## src/rtl/dram_arbiter.sv

```systemverilog
// CPU/DMA arbiter for a simple dual-port data RAM.
// Read and write ports are arbitrated separately; the DMA wins after max_wait losses.
module dram_arbiter #(
  parameter int addr_width = 11,
  parameter int data_width = 8,
  parameter int max_wait   = 4
) (
  input  logic                  clk,
  input  logic                  rst,
  input  logic                  cpu_req,
  input  logic                  cpu_we,
  input  logic [addr_width-1:0] cpu_addr,
  input  logic [data_width-1:0] cpu_wdata,
  output logic                  cpu_gnt,
  output logic                  cpu_rvalid,
  output logic [data_width-1:0] cpu_rdata,
  input  logic                  dma_req,
  input  logic                  dma_we,
  input  logic [addr_width-1:0] dma_addr,
  input  logic [data_width-1:0] dma_wdata,
  output logic                  dma_gnt,
  output logic                  dma_rvalid,
  output logic [data_width-1:0] dma_rdata,
  output logic [addr_width-1:0] ram_w_addr,
  output logic [data_width-1:0] ram_din,
  output logic                  ram_w_en,
  output logic [addr_width-1:0] ram_r_addr,
  output logic                  ram_r_en,
  input  logic [data_width-1:0] ram_dout
);

  logic [3:0] wait_cnt;
  logic       rd_pending;
  logic       rd_owner;
  logic       dma_pri;
  logic       cpu_rd, cpu_wr, dma_rd, dma_wr;
  logic       cpu_rd_g, cpu_wr_g, dma_rd_g, dma_wr_g;

  assign dma_pri = (wait_cnt == 4'(max_wait));

  assign cpu_rd = cpu_req & ~cpu_we;
  assign cpu_wr = cpu_req &  cpu_we;
  assign dma_rd = dma_req & ~dma_we;
  assign dma_wr = dma_req &  dma_we;

  // Only a same-kind collision is a conflict; the other port stays free.
  assign cpu_rd_g = ~rst & cpu_rd & ~(dma_rd &  dma_pri);
  assign cpu_wr_g = ~rst & cpu_wr & ~(dma_wr &  dma_pri);
  assign dma_rd_g = ~rst & dma_rd & ~(cpu_rd & ~dma_pri);
  assign dma_wr_g = ~rst & dma_wr & ~(cpu_wr & ~dma_pri);

  assign cpu_gnt = cpu_rd_g | cpu_wr_g;
  assign dma_gnt = dma_rd_g | dma_wr_g;

  assign ram_w_en   = cpu_wr_g | dma_wr_g;
  assign ram_w_addr = dma_wr_g ? dma_addr  : cpu_addr;
  assign ram_din    = dma_wr_g ? dma_wdata : cpu_wdata;
  assign ram_r_en   = cpu_rd_g | dma_rd_g;
  assign ram_r_addr = dma_rd_g ? dma_addr  : cpu_addr;

  assign cpu_rvalid = rd_pending & ~rd_owner;
  assign dma_rvalid = rd_pending &  rd_owner;
  assign cpu_rdata  = ram_dout;
  assign dma_rdata  = ram_dout;

  always_ff @(posedge clk) begin
    if (rst) begin
      wait_cnt   <= '0;
      rd_pending <= 1'b0;
      rd_owner   <= 1'b0;
    end else begin
      rd_pending <= ram_r_en;
      rd_owner   <= dma_rd_g;
      if (dma_gnt)
        wait_cnt <= '0;
      else if (dma_req && !dma_pri)
        wait_cnt <= wait_cnt + 4'd1;
    end
  end

endmodule

```

## config.mk

```make
export PLATFORM = sky130hd
export DESIGN_NAME = dram_arbiter
export DESIGN_NICKNAME = d
export VERILOG_FILES = /design/src/rtl/dram_arbiter.sv
export SDC_FILE = /design/constraint.sdc
export NUM_CORES = 1
export LEC_CHECK = 0
export ABC_AREA = 1
export CORE_MARGIN = 4
export CORE_UTILIZATION = 27
export DETAILED_ROUTE_END_ITERATION = 10
export GPL_ROUTABILITY_DRIVEN = 0
export HOLD_SLACK_MARGIN = 0.02
export PLACE_DENSITY = 0.75
export SLEW_MARGIN = 25
export SYNTH_ARGS = -nofsm -noshare
export SYNTH_HDL_FRONTEND = slang
export SYNTH_SLANG_ARGS = --single-unit
```

## constraint.sdc

```tcl
create_clock -name clk -period 1.3 [get_ports clk]
set_input_delay 0.13 -clock clk [delete_from_list [all_inputs] [get_ports clk]]
set_output_delay 0.13 -clock clk [all_outputs]
set_load 0.01 [all_outputs]
```

==> impl_metrics.yaml <==
setup_path:
  r2r_end: "wait_cnt[1]"
  path_class: "reg2out"
  crit_path_top_delay_cell: "dfxtp_2"
  arrival_ns: 1.51
  reg2reg_depth: 9
  regToRegSetupSlack_ns: -0.07
  cp_num_buf_inv: 3
  cp-startpoint: "wait_cnt[0]"
  critical_path_peak_fanout: 8
  path_cells: "inv_2, ha_4, nand3_4, nand2_4, nand2_8, buf_12, nand2_2, o21ai_4, buf_6"
  critical_path.top_delay_family: "simple AND/OR/NAND/NOR gates"
  cp_data_required_time_ns: 1.17
  worstSetupEndpoint: "ram_w_addr[2]"
  cp.depth: 9
  slowest_delay_ns: 0.31
  cp-end-kind: "primary output"
  crit-reg2reg-launch: "wait_cnt[0]"
  start_kind: "flip-flop"
sta:
  fmax_mhz: 608.4
  fin_hold_ws_ns: 0.2600
  post-route-period-util_pct: 126.4
  final_max_slew_viol_count: 0
  setup_viol: 38
  worstMarginPinSlew_ns: 0.3201
  hold_viol: 0
  period_minus_slack_ns: 1.644
  relSlewSlack_pct: 78.57
  rsz0062_at_grt: "true"
  setup_slack_ns: -0.3437
  skew_ns: 0.001111
route:
  wire_per_inst_um: 12.63
  via_count: 1360
  first_iter_violations: 21
  viasPerCell: 4.459
  drt_wl_total_mm: 3.852
  first_pass_iters: 4
  remaining_drc_errors: 0
  ant_nets: 0
layout:
  layout-drive-gt1-share_pct: 51.36
  fillers: 343
  nets: 313
  area_delta_synth_final_pct: 119.8
  n_antenna_cell: 0
floorplan:
  die_y_um: 70.21
  core_mm2: 0.003689
  die_w_um: 70.21
  initial_utilization_pct: 28.32
  die_area_mm2: 0.004929
  num_rows: 22
  io-pin-count: 104
yosys:
  synth_nets: 222
  synth-seq-cells: 6
  synth_cell_type_count: 17
  synth_seq_area_share_pct: 11.50
  ys.warnings.count: 0
  synth.cell_area_mm2: 0.001045
  avgSynthCellArea_um2: 6.219
  syn_inst: 168
clocking:
  cts_made_buffers: 3
  clkSlewWorstSetupHoldPaths_ns: 0.04
  cts_tree: "done"
  cts_num_sinks: 6
  cts_buffer_depth: 2
  cts_max_level: 1
  hold_buffers: 0
  clockRootBuffer: "clkbuf_8"
  worst_skew_pair.late_latency_ns: 0.22
place:
  io_buffers: 79
  dp_slack_ns: -0.7295
  post-dp-hpwl_mm: 2.728
grt:
  grt_pass1_wl_mm: 6.182
  grt_pass1_vias: 1375
  grt_overflow: 0
  grt_max_degree: 9
  track_usage_pct: 15.35
  antenna_found_initial: 0
outcome:
  status: "finished, violations left"
  violations: "setup timing"
flow_run:
  cap_violations: 0
hold_path:
  hp-class: "in2out"
  holdPathStages: 0
power:
  p_total_uw: 1172
  ir_worst_vdd_mv: 0.3223
  p_leak_uw: 0.001133
  p_per_area_mw_per_mm2: 510.3
-- cells by family after synthesis --
family                   count (synthesis)  share of synthesized area [%]
flip-flops                               6                          11.50
adder cells (fa/ha/maj)                  2                          2.395
AO/OA/AOI/OAI                           25                          20.36
AND/OR/NAND/NOR                         88                          38.92
buffers and inverters                   47                          26.83
-- worst register-to-register path: cells and delay by family, from the launching register on --
family,cells,cell delay [ns]
adders and majority gates,1,0.16
and+or+nand+nor,5,0.49
buffers and inverters,3,0.32
DFF,1,0.32
-- through the flow --
step	util (%)	std cells	setup TNS, ns	cell area [um2]
global placement	52.92	290	-24.68	1952
global route	62.25	305	-13.85	2296
detailed placement	52.92	290	-24.55	1952
finish	62.25	305	-10.42	2296
CTS	59.70	304	-11.47	2202
floorplan	-	168	-0.008833	1144
-- Yosys cell counts (all sizes together) --
cell type / instances / share of area (%)
a21oi: 1 / 0.48
buf: 21 / 17
clkbuf: 1 / 1.3
dfxtp: 6 / 11
ha: 2 / 2.4
inv: 25 / 9.0
nand2: 61 / 24
nand3: 14 / 7.9
nand4: 2 / 1.2
nor2: 11 / 5.5
o211ai: 2 / 1.4
o21ai: 22 / 18
-- flip-flops by register name, indices dropped and copies added (netlist names) --
signal / cells
wait_cnt: 4
rd_owner: 1
rd_pending: 1
-- final cells by class --
class / count / area (um2) / area share [%]
Tap cell: 48 / 60.06 / 2.616
Sequential cell: 6 / 122.6 / 5.341
Timing Repair Buffer: 105 / 1006 / 43.81
Multi-Input combinational cell: 118 / 972.2 / 42.34
Clock buffer: 3 / 41.29 / 1.798
Inverter: 25 / 93.84 / 4.087
-- how the worst min path moves through the flow --
stage / startpoint / end / slack, ns
3_3_place_gp: ram_dout[0] / dma_rdata[0] / 0.26
3_5_place_dp: ram_dout[0] / dma_rdata[0] / 0.26
4_1_cts: ram_dout[0] / dma_rdata[0] / 0.26
6_report: ram_dout[3] / cpu_rdata[3] / 0.26
5_1_grt: ram_dout[3] / cpu_rdata[3] / 0.26
2_1_floorplan: ram_dout[0] / cpu_rdata[0] / 0.35
-- power by group --
group	total, uW	leakage (uW)	switching, uW	internal (uW)
Sequential	198	0.0000498	4.23	194
Clock	277	0.0000216	78.5	199
Combinational	696	0.00106	320	376
-- cells in the final DEF, fill, tap and decap left out, drive strengths merged --
cell and count:
nand2 64, buf 59, clkdlybuf4s50 41, inv 25, o21ai 22, nand3 14, nor2 11, dfxtp 6
clkbuf 3, o211ai 2, nand4 2, dlygate4sd2 2, dlymetal6s2s 2, ha 2, a21oi 1, clkdlybuf4s15 1
-- per-layer routing --
metal  GRT usage [%]  up-vias  routed length [um]  share of wire [%]
met4           2.979        0                   8               0.21
met2           26.97       45                2078                 54
met3           5.324        2                 290                7.5
li1                -      693                   -                  -
met1           17.99      620                1474                 38
met5               0        -                   0                  0
-- what timing repair did --
action	in CTS	in global routing
setup buffers	7	3
gates cloned	5	0
gates resized for setup	184	27
endpoints found under the setup margin	40	41
hold endpoints to repair	0	0
pin swaps	11	6
(Power assumes the default switching activity.)
